==> src/rtl/pc_sequencer_if.sv <==
// rtl/pc_sequencer_if.sv - command/status bundle between fetch control and the PC sequencer
interface pc_sequencer_if #(
   parameter int ADDR_W = 8,
   parameter int OFF_W  = 8,
   parameter int SP_W   = 3
);
   logic              en;
   logic [2:0]        op;
   logic              step_long;
   logic [ADDR_W-1:0] target;
   logic [OFF_W-1:0]  offset;
   logic              err_clr;
   logic [ADDR_W-1:0] pc;
   logic [ADDR_W-1:0] pc_plus1;
   logic [SP_W-1:0]   sp;
   logic              stack_full;
   logic              ovf_err;
   logic              unf_err;

   modport master (
      output en, op, step_long, target, offset, err_clr,
      input  pc, pc_plus1, sp, stack_full, ovf_err, unf_err
   );

   modport slave (
      input  en, op, step_long, target, offset, err_clr,
      output pc, pc_plus1, sp, stack_full, ovf_err, unf_err
   );
endinterface

==> src/rtl/pc_sequencer.sv <==
// rtl/pc_sequencer.sv - fetch-stage program counter with call/return stack
module pc_sequencer #(
   parameter int ADDR_W      = 8,
   parameter int OFF_W       = 8,
   parameter int STEP_SHORT  = 1,
   parameter int STEP_LONG   = 2,
   parameter int RESET_VEC   = 0,
   parameter int STACK_DEPTH = 4
) (
   input logic           clk,
   input logic           reset,
   pc_sequencer_if.slave bus
);
   localparam int SP_W  = $clog2(STACK_DEPTH + 1);
   localparam int IDX_W = (STACK_DEPTH > 1) ? $clog2(STACK_DEPTH) : 1;

   localparam logic [2:0] OP_INC    = 3'd1;
   localparam logic [2:0] OP_JUMP   = 3'd2;
   localparam logic [2:0] OP_BRANCH = 3'd3;
   localparam logic [2:0] OP_CALL   = 3'd4;
   localparam logic [2:0] OP_RET    = 3'd5;

   logic [ADDR_W-1:0] pc_q, pc_next;
   logic [SP_W-1:0]   sp_q, sp_next;
   logic              ovf_q, unf_q;
   logic              push, ovf_set, unf_set;
   logic [ADDR_W-1:0] stack [STACK_DEPTH];

   logic [ADDR_W-1:0] step, ret_addr, off_ext;
   logic [IDX_W-1:0]  push_idx, pop_idx;

   assign step     = bus.step_long ? ADDR_W'(STEP_LONG) : ADDR_W'(STEP_SHORT);
   assign ret_addr = pc_q + step;
   // Sign-extending size cast; truncation also keeps the modulo-2**ADDR_W rule.
   assign off_ext  = ADDR_W'($signed(bus.offset));
   assign push_idx = IDX_W'(sp_q);
   assign pop_idx  = IDX_W'(sp_q - SP_W'(1));

   always_comb begin
      pc_next = pc_q;
      sp_next = sp_q;
      push    = 1'b0;
      ovf_set = 1'b0;
      unf_set = 1'b0;
      case (bus.op)
         OP_INC:    pc_next = pc_q + step;
         OP_JUMP:   pc_next = bus.target;
         OP_BRANCH: pc_next = pc_q + off_ext;
         OP_CALL: begin
            if (sp_q < SP_W'(STACK_DEPTH)) begin
               push    = 1'b1;
               sp_next = sp_q + SP_W'(1);
               pc_next = bus.target;
            end else begin
               ovf_set = 1'b1;
            end
         end
         OP_RET: begin
            if (sp_q != '0) begin
               pc_next = stack[pop_idx];
               sp_next = sp_q - SP_W'(1);
            end else begin
               unf_set = 1'b1;
            end
         end
         default: ;
      endcase
   end

   always_ff @(posedge clk) begin
      if (reset) begin
         pc_q  <= ADDR_W'(RESET_VEC);
         sp_q  <= '0;
         ovf_q <= 1'b0;
         unf_q <= 1'b0;
      end else if (bus.en) begin
         pc_q  <= pc_next;
         sp_q  <= sp_next;
         ovf_q <= ovf_set | (ovf_q & ~bus.err_clr);
         unf_q <= unf_set | (unf_q & ~bus.err_clr);
      end
   end

   // Stack storage carries no reset; sp alone defines which entries are valid.
   always_ff @(posedge clk) begin
      if (!reset && bus.en && push)
         stack[push_idx] <= ret_addr;
   end

   assign bus.pc         = pc_q;
   assign bus.pc_plus1   = pc_q + ADDR_W'(1);
   assign bus.sp         = sp_q;
   assign bus.stack_full = (sp_q == SP_W'(STACK_DEPTH));
   assign bus.ovf_err    = ovf_q;
   assign bus.unf_err    = unf_q;
endmodule

==> src/flat_wrapper.sv <==
// flat-port wrapper written by rule: the top's interface ports become plain ports
module pc_sequencer_flat 
#(
   parameter int ADDR_W      = 8,
   parameter int OFF_W       = 8,
   parameter int STEP_SHORT  = 1,
   parameter int STEP_LONG   = 2,
   parameter int RESET_VEC   = 0,
   parameter int STACK_DEPTH = 4
)
  (clk, reset, bus_en, bus_op, bus_step_long, bus_target, bus_offset, bus_err_clr, bus_pc, bus_pc_plus1, bus_sp, bus_stack_full, bus_ovf_err, bus_unf_err);
  pc_sequencer_if #(.ADDR_W(ADDR_W), .OFF_W(OFF_W), .SP_W(3)) bus_i ();
  input logic clk;
  input logic reset;
  input wire logic [$bits(bus_i.en)-1:0] bus_en;
  input wire logic [$bits(bus_i.op)-1:0] bus_op;
  input wire logic [$bits(bus_i.step_long)-1:0] bus_step_long;
  input wire logic [$bits(bus_i.target)-1:0] bus_target;
  input wire logic [$bits(bus_i.offset)-1:0] bus_offset;
  input wire logic [$bits(bus_i.err_clr)-1:0] bus_err_clr;
  output wire logic [$bits(bus_i.pc)-1:0] bus_pc;
  output wire logic [$bits(bus_i.pc_plus1)-1:0] bus_pc_plus1;
  output wire logic [$bits(bus_i.sp)-1:0] bus_sp;
  output wire logic [$bits(bus_i.stack_full)-1:0] bus_stack_full;
  output wire logic [$bits(bus_i.ovf_err)-1:0] bus_ovf_err;
  output wire logic [$bits(bus_i.unf_err)-1:0] bus_unf_err;
  assign bus_i.en = bus_en;
  assign bus_i.op = bus_op;
  assign bus_i.step_long = bus_step_long;
  assign bus_i.target = bus_target;
  assign bus_i.offset = bus_offset;
  assign bus_i.err_clr = bus_err_clr;
  assign bus_pc = bus_i.pc;
  assign bus_pc_plus1 = bus_i.pc_plus1;
  assign bus_sp = bus_i.sp;
  assign bus_stack_full = bus_i.stack_full;
  assign bus_ovf_err = bus_i.ovf_err;
  assign bus_unf_err = bus_i.unf_err;
  pc_sequencer #(.ADDR_W(ADDR_W), .OFF_W(OFF_W), .STEP_SHORT(STEP_SHORT), .STEP_LONG(STEP_LONG), .RESET_VEC(RESET_VEC), .STACK_DEPTH(STACK_DEPTH)) u_core (.clk(clk), .reset(reset), .bus(bus_i));
endmodule
==> config.mk <==
export PLATFORM = sky130hd
export DESIGN_NAME = pc_sequencer_flat
export DESIGN_NICKNAME = d
export VERILOG_FILES = /design/src/rtl/pc_sequencer_if.sv /design/src/rtl/pc_sequencer.sv /design/src/flat_wrapper.sv
export SDC_FILE = /design/constraint.sdc
export NUM_CORES = 1
export LEC_CHECK = 0
export CORE_AREA = 2 2 73 75
export DETAILED_ROUTE_END_ITERATION = 16
export DIE_AREA = 0 0 75 77
export GPL_ROUTABILITY_DRIVEN = 1
export MAX_ROUTING_LAYER = met4
export PLACE_DENSITY = 0.85
export SYNTH_ARGS = -nofsm -noshare
export SYNTH_HDL_FRONTEND = slang
export SYNTH_SLANG_ARGS = --single-unit
==> constraint.sdc <==
create_clock -name clk -period 6.4 [get_ports clk]
set_input_delay 1.28 -clock clk [delete_from_list [all_inputs] [get_ports clk]]
set_output_delay 1.28 -clock clk [all_outputs]
set_load 0.03 [all_outputs]
==> summary.md <==
| Metric | Value |
|---|---|
| Vias | `roughly 2200` |
| Dpl ws | `approximately 2.4 ns` |
| H-tree depth | `2` |
| Reg2reg end | `u_core.bus.pc[4]` |
| Critical Path Start Type | `input port` |
| Yosys cell types | `52` |
| CTS hold repair buffers | `0` |
| Prevailing post-synth register cell | `edfxtp_1` |
| FF-to-FF setup slack | `roughly 3.6 ns` |
| GPL Wtd Cong | `between 0.9 and 1` |
| Worst hold endpoint | `u_core.bus.unf_err` |
| Postcts setup bufs | `0` |
| Synth Register Bits | `between 40 and 50` |
| WL/cell | `roughly 18 µm` |
| Final period util | `between 50 and 60%` |
| Synth Area in Simple Gates | `between 10 and 15%` |
| Layout cell share with drive strength beyond 1 | `roughly 4.6%` |
| PnR worst setup slack | `2.65 ns` |
| Initial antenna violation count | `0` |
| R2r worst-path depth | `7` |
| # setup viols final | `0` |
| Number of enable flip-flop cells after synthesis | `32` |
| Min-delay src | `u_core.bus.unf_err` |
| Synth Area in Compound Gates | `14.1%` |
| Antenna viol nets, final | `0` |
| Chip height | `~77 µm` |
| CTS tree | `done` |
| Synthesized area per cell | `roughly 11 µm²` |
| Minimum clock period | `roughly 3.7 ns` |
| CP cell instances | `clkdlybuf4s50_1 > nor2b_1 > nand2_1 > nor4_1 > and2_1` |
| Min Hold Slack | `~0.46 ns` |
| Sequential element share of the synthesized area | `43.8%` |
| Yosys Warn Count | `0` |
| Ys async rst share | `0%` |
| CP arrival | `around 3.7 ns` |
| Slew @ Worst Pin | `around 0.73 ns` |
| Die area | `between 0.005 and 0.006 mm²` |
| Critical Path Sink Type | `register` |
| Adder-Cell Fraction of Synth Area | `under 10%` |
| Final wirelength | `a little under 7000 µm` |
| Clock skew | `~0.0057 ns` |
| Diodes inserted | `0` |
| Hold Path Class | `register to register` |
| Final Max Slew Viols | `0` |
| Clk sinks | `45` |
| Syn Nets | `304` |
| Cells after Synth | `approximately 260` |
| Vias/cell | `between 5 and 6` |
| Fmax | `0.267 GHz` |
| Starting Density | `between 50% and 60%` |
| Initial drt markers | `between 150 and 200` |
| Clk slew on worst S/H paths | `roughly 0.090 ns` |
| Final Hold Viols | `0` |
| I/O pins | `46` |
| Hold depth | `2` |
| # rows | `26` |
| Placed insts | `364` |
| First-pass GRT wire length | `between 10000 and 15000 µm` |
| Critical path type | `input port to register` |
| Cell Count, Final, Fillers Out | `372` |
| Unrepaired setup endpoints after global routing | `no` |
| Largest family of logic cells by synthesized area | `simple AND/OR/NAND/NOR gates` |
| Setup TNS | `0 ns` |
| I/O Buffers | `45` |
| Pre-antenna DRT Iters | `4` |
| Nets | `343` |
| Post-DP HPWL | `about 5100 µm` |
| Max_cap viols | `0` |
| CP required | `6.37 ns` |
| Worst R2R Start | `u_core.bus.sp[0]` |
| Area delta synth->final | `21.5%` |
| Core area | `approximately 0.0050 mm²` |
| Post-Syn Area | `0.00279 mm²` |
| Horiz. Die Dim | `75 µm` |
| All-Layer GR Usage | `26.0%` |
| Clk buf depth | `2` |
| # resized after CTS | `0` |
| Status | `complete, no violations` |
| Peak VDD IR | `0.0900 mV` |
| Clk root buf | `clkbuf_8` |
| Vias in the first global route | `2144` |
| # DRC | `0` |
| Pwr dens | `approximately 210 mW/mm²` |
| Leakage power | `about 0.0013 µW` |
| Mux contribution to synthesized area | `slightly below 8%` |
| CTS buffer count | `5` |
| Congestion Overflow GR | `0` |
| Pwr Total | `715 µW` |
| Pin count of the biggest net entering global routing | `35` |
| Slowest-stage cell, CP | `clkdlybuf4s50_1` |
| CP Max Fanout | `19` |
| Worst slew margin | `50.4%` |
| Skew-Pair Late Insertion Delay | `~0.3 ns` |
| Crit-path max cell delay | `slightly below 0.9 ns` |
| XOR/XNOR Fraction of Synth Area | `around 6.6%` |
[area by class of cell]
| class | count | area (µm²) |
|---|---|---|
| Tap cell | 70 | 87.6 |
| Inverter | 15 | 56.3 |
| Clock buffer | 5 | 68.8 |
| Fill cell | 375 | 1590 |
| Clock inverter | 3 | 50.0 |
| Multi-Input combinational cell | 188 | 1450 |
| Timing Repair Buffer | 46 | 458 |
| Sequential cell | 45 | 1220 |
[through the flow]
step                      utilization (%)  cell area [µm²]
final                                68.1             3390
after global routing                 68.1             3390
after CTS                            68.1             3390
after detailed placement             65.7             3270
after global placement               65.7             3270
after floorplan                         -             2790
[cells by family (layout without fill, tap and decap cells)]
group,after synthesis,in the layout
flip-flops,45,45
AND/OR/NAND/NOR,82,82
AO/OA/AOI/OAI,55,55
adder cells (fa/ha/maj),18,18
XOR/XNOR,21,21
multiplexers,12,12
buffers and inverters,29,69
[registers in the layout, indices dropped and copies added, names as in the netlist]
name / count
u_core.bus.pc: 8
u_core.stack: 32
u_core.bus.ovf_err: 1
u_core.bus.unf_err: 1
u_core.bus.sp: 3
[critical path: cells and delay by family]
kind          cells  cell delay (ns)
simple gates      4             1.54
buf+inv           1             0.89
[cells in the final DEF, fill, tap and decap left out, types with 7 or more instances in the layout]
master and count:
nand2_1 21, clkdlybuf4s50_1 45, nor3_1 7, inv_1 15, dfxtp_1 13, nand3_1 10
a21oi_1 16, xnor2_1 13, xor2_1 8, nor2_1 17, ha_1 16, edfxtp_1 32
[metal layers]
metal / routed length [µm] / vias up / track usage (%)
li1: - / 1046 / -
met1: 2990 / 1062 / 36.0
met2: 3240 / 89 / 39.7
met3: 509 / 10 / 4.07
met4: 99 / 0 / 6.79
met5: 0 / - / -
[synth_stat cells (2+ instances only)]
| cell type | number | share of area, % |
|---|---|---|
| a211oi_1 | 5 | 1.3 |
| edfxtp_1 | 32 | 34 |
| buf_1 | 2 | 0.27 |
| o21ai_0 | 2 | 0.36 |
| o22ai_1 | 2 | 0.45 |
| nor2_1 | 17 | 2.3 |
| nand2b_1 | 3 | 0.67 |
| nor3_1 | 7 | 1.3 |
| nand3b_1 | 4 | 1.1 |
| and3_1 | 2 | 0.45 |
| o211ai_1 | 2 | 0.54 |
| ha_1 | 16 | 7.2 |
| xor2_1 | 8 | 2.5 |
| inv_1 | 15 | 2.0 |
| a21oi_1 | 16 | 2.9 |
| buf_2 | 4 | 0.72 |
| a21o_1 | 4 | 1.1 |
| mux2i_1 | 5 | 1.8 |
| nor3b_1 | 2 | 0.54 |
| clkbuf_1 | 7 | 0.94 |
| nand4_1 | 3 | 0.67 |
| o2111ai_1 | 3 | 0.94 |
| nand2_1 | 21 | 2.8 |
| xnor2_1 | 13 | 4.1 |
| and2_1 | 4 | 0.90 |
| mux4_1 | 5 | 4.7 |
| a31oi_1 | 3 | 0.67 |
| or3_1 | 2 | 0.45 |
| o21bai_1 | 3 | 0.81 |
| nand3_1 | 10 | 1.8 |
| nor2b_1 | 3 | 0.67 |
| dfxtp_1 | 13 | 9.3 |
| o211a_1 | 3 | 1.1 |
| a2111oi_0 | 2 | 0.63 |
| fa_1 | 2 | 1.4 |
[power by group]
group	leakage [µW]	total, µW	internal (µW)	switching, µW
Combinational	0.000811	157	69.3	87.7
Clock	0.0000603	224	120	105
Sequential	0.000398	334	320	13.9
Total	0.00127	715	509	206
[worst max path at each step]
stage | start | endpoint | slack (ns) | cells after the start
global route | bus_op[2] | u_core.stack[2][2] | 2.38 | 5
detailed placement | bus_op[2] | u_core.stack[2][7] | 2.43 | 5
finish | bus_op[2] | u_core.stack[2][2] | 2.65 | 5
CTS | bus_op[2] | u_core.stack[2][2] | 2.73 | 5
global placement | bus_op[2] | u_core.stack[0][5] | 2.47 | 5
floorplan | bus_step_long | u_core.bus.pc[4] | 3.41 | 9
No activity file was read; power rests on OpenSTA's default activity.
